`src/rtl/sbox_lookup_pipe_if.sv`:
```
// Valid/ready stream bundle for the S-box lookup engine: input beats in, looked-up beats out.
// The engine uses the slave modport; the upstream/downstream driver uses master.
interface sbox_lookup_pipe_if #(
   parameter int IN_W  = 4,
   parameter int OUT_W = 2,
   parameter int LANES = 2
);
   logic                   in_valid;
   logic                   in_ready;
   logic [LANES*IN_W-1:0]  in_data;
   logic                   out_valid;
   logic                   out_ready;
   logic [LANES*OUT_W-1:0] out_data;

   modport master (
      output in_valid, in_data, out_ready,
      input  in_ready, out_valid, out_data
   );

   modport slave (
      input  in_valid, in_data, out_ready,
      output in_ready, out_valid, out_data
   );
endinterface

```
`src/rtl/sbox_lookup_pipe.sv`:
```
// Programmable S-box lookup: one shared table applied to LANES inputs per beat,
// 2-stage valid/ready pipeline, table rewritable while the pipeline input stage is empty.
module sbox_lookup_pipe #(
   parameter int IN_W  = 4,
   parameter int OUT_W = 2,
   parameter int LANES = 2
) (
   input  logic             clk,
   input  logic             rst,
   sbox_lookup_pipe_if.slave bus,
   input  logic             tbl_we,
   input  logic [IN_W-1:0]  tbl_addr,
   input  logic [OUT_W-1:0] tbl_wdata,
   input  logic             tbl_lock,
   output logic             tbl_ack,
   output logic             tbl_err,
   output logic             locked
);
   localparam int unsigned DEPTH = 2 ** IN_W;
   // S-DES S1, entry i at bits [2*i +: 2], entry index = row*4 + col
   localparam logic [31:0] S1_FLAT = 32'hC613_D2E4;

   logic [OUT_W-1:0]       tbl [DEPTH];
   logic                   s0_v;
   logic [LANES*IN_W-1:0]  s0_data;
   logic                   out_valid_q;
   logic [LANES*OUT_W-1:0] out_data_q;
   logic [LANES*OUT_W-1:0] lookup;
   logic                   s1_load;
   logic                   accept;
   logic                   wr_ok;
   logic [IN_W-1:0]        x;
   logic [IN_W-1:0]        idx;

   function automatic logic [OUT_W-1:0] reset_entry(input int unsigned i);
      logic [1:0] s1;
      if (IN_W == 4 && OUT_W == 2) begin
         s1 = S1_FLAT[i*2 +: 2];
         return OUT_W'(s1);
      end
      return i[OUT_W-1:0];
   endfunction

   assign s1_load       = s0_v && (!out_valid_q || bus.out_ready);
   assign bus.in_ready  = !rst && (!s0_v || s1_load);
   assign accept        = bus.in_valid && bus.in_ready;
   assign wr_ok         = tbl_we && !locked && !s0_v;
   assign bus.out_valid = out_valid_q;
   assign bus.out_data  = out_data_q;

   // Outer bits of each lane select the row, inner bits the column.
   always_comb begin
      lookup = '0;
      x      = '0;
      idx    = '0;
      for (int unsigned k = 0; k < LANES; k++) begin
         x   = s0_data[k*IN_W +: IN_W];
         idx = {x[IN_W-1], x[0], x[IN_W-2:1]};
         lookup[k*OUT_W +: OUT_W] = tbl[idx];
      end
   end

   always_ff @(posedge clk) begin
      if (rst) begin
         s0_v        <= 1'b0;
         s0_data     <= '0;
         out_valid_q <= 1'b0;
         out_data_q  <= '0;
         tbl_ack     <= 1'b0;
         tbl_err     <= 1'b0;
         locked      <= 1'b0;
         for (int unsigned i = 0; i < DEPTH; i++) begin
            tbl[i] <= reset_entry(i);
         end
      end else begin
         if (accept) begin
            s0_v    <= 1'b1;
            s0_data <= bus.in_data;
         end else if (s1_load) begin
            s0_v <= 1'b0;
         end

         if (s1_load) begin
            out_valid_q <= 1'b1;
            out_data_q  <= lookup;
         end else if (bus.out_ready) begin
            out_valid_q <= 1'b0;
         end

         // Writes only land while S0 is empty, so a beat accepted alongside sees the new entry.
         tbl_ack <= wr_ok;
         tbl_err <= tbl_we && !wr_ok;
         if (wr_ok) begin
            tbl[tbl_addr] <= tbl_wdata;
         end
         if (tbl_lock) begin
            locked <= 1'b1;
         end
      end
   end
endmodule
```
`src/flat_wrapper.sv`:
```
// flat-port wrapper written by rule: the top's interface ports become plain ports
module sbox_lookup_pipe_flat 
#(
   parameter int IN_W  = 4,
   parameter int OUT_W = 2,
   parameter int LANES = 2
)
  (clk, rst, tbl_we, tbl_addr, tbl_wdata, tbl_lock, tbl_ack, tbl_err, locked, bus_in_valid, bus_in_data, bus_out_ready, bus_in_ready, bus_out_valid, bus_out_data);
  sbox_lookup_pipe_if #(.IN_W(IN_W), .OUT_W(OUT_W), .LANES(LANES)) bus_i ();
  input  logic clk;
  input  logic rst;
  input  logic tbl_we;
  input  logic [IN_W-1:0] tbl_addr;
  input  logic [OUT_W-1:0] tbl_wdata;
  input  logic tbl_lock;
  output logic tbl_ack;
  output logic tbl_err;
  output logic locked;
  input wire logic [$bits(bus_i.in_valid)-1:0] bus_in_valid;
  input wire logic [$bits(bus_i.in_data)-1:0] bus_in_data;
  input wire logic [$bits(bus_i.out_ready)-1:0] bus_out_ready;
  output wire logic [$bits(bus_i.in_ready)-1:0] bus_in_ready;
  output wire logic [$bits(bus_i.out_valid)-1:0] bus_out_valid;
  output wire logic [$bits(bus_i.out_data)-1:0] bus_out_data;
  assign bus_i.in_valid = bus_in_valid;
  assign bus_i.in_data = bus_in_data;
  assign bus_i.out_ready = bus_out_ready;
  assign bus_in_ready = bus_i.in_ready;
  assign bus_out_valid = bus_i.out_valid;
  assign bus_out_data = bus_i.out_data;
  sbox_lookup_pipe #(.IN_W(IN_W), .OUT_W(OUT_W), .LANES(LANES)) u_core (.clk(clk), .rst(rst), .bus(bus_i), .tbl_we(tbl_we), .tbl_addr(tbl_addr), .tbl_wdata(tbl_wdata), .tbl_lock(tbl_lock), .tbl_ack(tbl_ack), .tbl_err(tbl_err), .locked(locked));
endmodule
```
`config.mk`:
```
export PLATFORM = sky130hd
export DESIGN_NAME = sbox_lookup_pipe_flat
export DESIGN_NICKNAME = d
export VERILOG_FILES = /design/src/rtl/sbox_lookup_pipe_if.sv /design/src/rtl/sbox_lookup_pipe.sv /design/src/flat_wrapper.sv
export SDC_FILE = /design/constraint.sdc
export NUM_CORES = 1
export LEC_CHECK = 0
export CORE_MARGIN = 2
export CORE_UTILIZATION = 40
export CTS_BUF_LIST = sky130_fd_sc_hd__clkbuf_16
export CTS_CLUSTER_SIZE = 40
export DETAILED_ROUTE_END_ITERATION = 8
export PLACE_DENSITY = 0.68
export SYNTH_ARGS = -nofsm -noshare
export SYNTH_HDL_FRONTEND = slang
export SYNTH_SLANG_ARGS = --single-unit
```
`constraint.sdc`:
```
create_clock -name clk -period 2.6 [get_ports clk]
set_input_delay 0.39 -clock clk [delete_from_list [all_inputs] [get_ports clk]]
set_output_delay 0.39 -clock clk [all_outputs]
set_load 0.03 [all_outputs]
```
### Yosys cells after proc, flatten, opt, wreduce, memory -nomap -nowiden

Memories as Yosys holds them, arrays and structs flattened. A register that Yosys moved wholly into a read port is not among the register bits.
Cells that the tools add are included.

* bits in writable memories: 32
* memories: 1
* logic and storage cells: 52
* flip-flop bits (word level): 13
* output and inout bits: 9
* input bits: 20

Memories
* u_core.tbl: words 16, width 2, rd ports 2, clocked after memory_dff 2, write ports 16, line sbox_lookup_pipe.sv:23 `logic [OUT_W-1:0] tbl [DEPTH];`

* multiplexer cells: 29
* reductions and logical operators: 16

Operators by type and width (count)
* $mux 2: 16
* $mux 1: 12
* $logic_and 1x1->1: 6
* $logic_not 1->1: 5
* $mux 4: 1
* $reduce_bool 2->1: 2
* $logic_or 1x1->1: 2
* $reduce_or 2->1: 1

### Depth between registers and ports, before layout

* word-level depth: 8
* depth in mapped cells: 6
* gate-level depth less buffers: 5

### Least setup slack after synthesis

No wires, ideal clock.

* kind: reg2reg
* start: register u_core.out_valid_q (netlist: u_core.bus.out_valid)
* end: register u_core.s0_data[0]
* data arrival time: 1.799 ns
* setup time: 0.121 ns
* required time: 2.479 ns
* clock period less this slack: 1.919 ns
* cell stages (with the launch flop): 5
* buffers on the path: 0
* path slack: 0.681 ns
* cell sequence: dfxtp_1 nor2b_1 a21oi_1 nand2_1 mux2_2

* longest elaborated chain between the ends: 6

RTL lines
* from (decl): line sbox_lookup_pipe.sv:26 `logic out_valid_q;`
* from (signal assigned): line sbox_lookup_pipe.sv:67 `out_valid_q <= 1'b0;`
* from (signal assigned): line sbox_lookup_pipe.sv:84 `out_valid_q <= 1'b1;`
* from (signal assigned): line sbox_lookup_pipe.sv:87 `out_valid_q <= 1'b0;`
* $logic_not 1->1: line sbox_lookup_pipe.sv:44 `assign s1_load = s0_v && (!out_valid_q || bus.out_ready);`
* $logic_or 1x1->1: line sbox_lookup_pipe.sv:44
* $logic_and 1x1->1: line sbox_lookup_pipe.sv:44
* $logic_or 1x1->1: line sbox_lookup_pipe.sv:45 `assign bus.in_ready = !rst && (!s0_v || s1_load);`
* $logic_and 1x1->1: line sbox_lookup_pipe.sv:45
* net bus_in_ready: line flat_wrapper.sv:22 `output wire logic [$bits(bus_i.in_ready)-1:0] bus_in_ready;`
* $logic_and 1x1->1: line sbox_lookup_pipe.sv:46 `assign accept = bus.in_valid && bus.in_ready;`
* to (signal assigned): line sbox_lookup_pipe.sv:78 `s0_data <= bus.in_data;`
* to (decl): line sbox_lookup_pipe.sv:25 `logic [LANES*IN_W-1:0] s0_data;`

The timed path passes the listed nets, and every way through them passes these cells.
A chain may end at the register's enable or synchronous reset.

==> run_results.csv <==
group,metric,value,unit
status,outcome,"finished, final reports clean",
setup_path,cp_max_fo,8,
setup_path,crit_arrival,2120,ps
finish,area_delta_synth_final,21.00,%
floorplan,fp-row-count,29,
setup_path,reg2reg_depth,5,
clocking,post_cts_buffers,0,
setup_path,crit_chain,"clkdlybuf4s50_1 -> or4b_4 -> inv_2 -> and3_1 -> nand2_2 -> or2_1",
synthesis,yosys_warnings,0,
hold_path,hold-path-endpoint,"u_core.bus.out_data[2]",
floorplan,start_util,40.96,%
routing,wirelength,5491,um
power,leakage,1.152,nW
global_routing,grt_start_max_net_pins,34,
setup_path,slowest_stage,"or4b_4",
hold_path,hold_path.class,"reg -> reg",
synthesis,seq_area_frac_synth,50.31,%
clocking,clk_pin_slew_worst_paths,60,ps
timing,skew,6.074,ps
place,dp_hpwl,3969,um
synthesis,async_flop_share,0,%
routing,firstDrtPassIters,4,
place,port_buffers,28,
floorplan,dieWidth,84.41,um
synthesis,synth_ff_type,"edfxtp_1",
global_routing,grt_pass1_wl,8914,um
timing,slew_headroom,65.72,%
timing,tightestPinTransition,512.7,ps
routing,drcViolationCount,0,
timing,final.period_utilization,80.14,%
floorplan,io_pins,29,
clocking,cts_max_path_buffers,2,
floorplan,die-area,0.007125,mm2
finish,antenna_cells,0,
job,maxCapViolations,0,
timing,period_needed,2084,ps
setup_path,rrSetupSlack,660,ps
power,p_per_area,624.5,mW/mm2
clocking,cts_buffers,5,
power,vdd_drop_max,0.0003859,V
setup_path,rr_startpoint,"u_core.s0_v",
global_routing,antenna_found_initial,0,
synthesis,synthCells,220,
global_routing,overflow,0,
hold_path,worstHoldStart,"u_core.bus.out_data[2]",
setup_path,worst_setup_path_start_kind,"input port",
routing,initialDrtViolationCount,69,
timing,slew_violations,0,
timing,rsz0062_at_grt,"no",
clocking,cts_hold_buffers,0,
hold_path,whs_path_depth,1,
synthesis,synthDistinctLibCells,34,
setup_path,worst_setup_path_end_kind,"flop",
synthesis,synth.avg_cell_area,11.76,um2
finish,fin_nets,267,
setup_path,path_class,"in -> reg",
clocking,cts_root_buf,"clkbuf_16",
clocking,cts.sinks,49,
routing,dr_total_vias,1785,
floorplan,design.core.area,0.006314,mm2
timing,fmax,480.0,MHz
setup_path,rr_endpoint,"u_core.tbl[7][0]",
finish,utilization,49.56,%
global_routing,grt_pass1_vias,1715,
synthesis,synth_edf_count,32,
place,gp_congestion,0.8672,
finish,layout_commonest_cell,"edfxtp_1",
routing,ant_nets,0,
clocking,cts_tree,"built",
finish,drive_gt1_share,19.35,%
timing,hold_viol_final,0,
synthesis,syn-num-nets,240,
routing,via_per_inst,5.492,
timing,tns,0,ps
clocking,cts_resized,0,
finish,final_cell_mix,"edfxtp_1 (32), clkdlybuf4s50_1 (27), nor2b_1 (20)",
global_routing,grt_usage,16.31,%
setup_path,critPathMaxStageDelay,560,ps
synthesis,syn-cell-area,0.002586,mm2
synthesis,synth-seq-cells,49,
routing,wl_per_cell,16.90,um
floorplan,die_h,84.41,um
timing,finalSetupViolations,0,
setup_path,required,2640,ps
clocking,clock_latency,290,ps
clocking,cts_htree_levels,2,
## cells in the mapped netlist (2+ instances only)
library cell | n | area (um2)
buf_4 | 2 | 15.01
nor4_1 | 5 | 31.28
nand2b_1 | 12 | 75.07
mux4_2 | 8 | 180.2
or3_1 | 2 | 12.51
a21oi_1 | 2 | 10.01
a211o_1 | 2 | 17.52
nor2_1 | 11 | 41.29
o22ai_1 | 4 | 25.02
nor2b_1 | 20 | 125.1
or2_1 | 5 | 31.28
buf_2 | 4 | 20.02
mux2i_1 | 4 | 40.04
mux2_2 | 16 | 180.2
a21o_1 | 8 | 60.06
buf_1 | 2 | 7.510
a2111oi_0 | 6 | 52.55
a211oi_1 | 4 | 30.03
and2_1 | 5 | 31.28
nand2_1 | 7 | 26.28
or2_2 | 4 | 25.02
nor3b_1 | 2 | 15.01
edfxtp_1 | 32 | 960.9
clkbuf_1 | 5 | 18.77
nand3_1 | 3 | 15.01
nand3b_1 | 3 | 22.52
dfxtp_1 | 17 | 340.3
and3_1 | 19 | 118.9
## flip-flops by register name (all words and copies together), names as in the netlist
| register | count |
|---|---|
| u_core.s0_v | 1 |
| u_core.tbl_err | 1 |
| u_core.bus.out_valid | 1 |
| u_core.tbl_ack | 1 |
| u_core.bus.out_data | 4 |
| u_core.locked | 1 |
| u_core.s0_data | 8 |
| u_core.tbl | 32 |
## routing by layer
metal	vias to the layer above	global-route usage, %	routed length [um]
li1	877	-	-
met2	37	23.95	2487
met3	10	3.343	164
met5	-	0	0
met4	0	6.782	116
met1	861	23.59	2723
## critical path, delay by kind of cell
| kind | cells | cell delay [ps] |
|---|---|---|
| buffers and inverters | 2 | 540 |
| and+or+nand+nor | 4 | 1190 |
## through the flow
stage                     setup WS (ps)  cells  hold slack, ps  total power [mW]  instance area, um2
after detailed placement          205.7    317           459.5             1.149                2939
after floorplan                   680.6    220           505.8             1.056                2586
after global placement            249.3    317           456.7             1.145                2939
after global routing              410.1    325           481.0             2.030                3129
final                             516.4    325           467.7             1.954                3129
after CTS                         510.6    325           470.6             1.982                3129
## area by class of cell
cell class / instances / area [um2]
Fill cell: 572 / 3184
Sequential cell: 49 / 1301
Multi-Input combinational cell: 156 / 1215
Timing Repair Buffer: 34 / 322.8
Clock buffer: 5 / 125.1
Tap cell: 77 / 96.34
Clock inverter: 3 / 65.06
Inverter: 1 / 3.754
## logic make-up after synthesis
| group | count (synthesis) | share of synthesized area, % |
|---|---|---|
| multiplexers | 28 | 15.48 |
| buffers and inverters | 15 | 2.709 |
| AND/OR/NAND/NOR | 102 | 23.95 |
| flip-flops | 49 | 50.31 |
| AO/OA/AOI/OAI | 26 | 7.547 |
## where the power goes
group | total (mW) | leakage, nW | switching, mW | internal (mW)
logic | 0.234 | 0.631 | 0.110 | 0.124
clock network | 0.823 | 0.0938 | 0.274 | 0.549
registers | 0.897 | 0.427 | 0.0352 | 0.862
total | 1.95 | 1.15 | 0.420 | 1.53
## how the worst max path moves through the flow
| stage | from | endpoint | slack [ps] | depth (start not counted) |
|---|---|---|---|---|
| floorplan | u_core.bus.out_valid | u_core.s0_data[0] | 680 | 4 |
| global placement | rst | u_core.tbl[7][1] | 250 | 6 |
| detailed placement | rst | u_core.tbl[12][0] | 210 | 4 |
| CTS | rst | u_core.tbl[7][0] | 510 | 6 |
| global route | rst | u_core.tbl[2][1] | 410 | 5 |
| finish | rst | u_core.tbl[7][0] | 520 | 6 |
No activity file was read; power rests on OpenSTA's default activity.
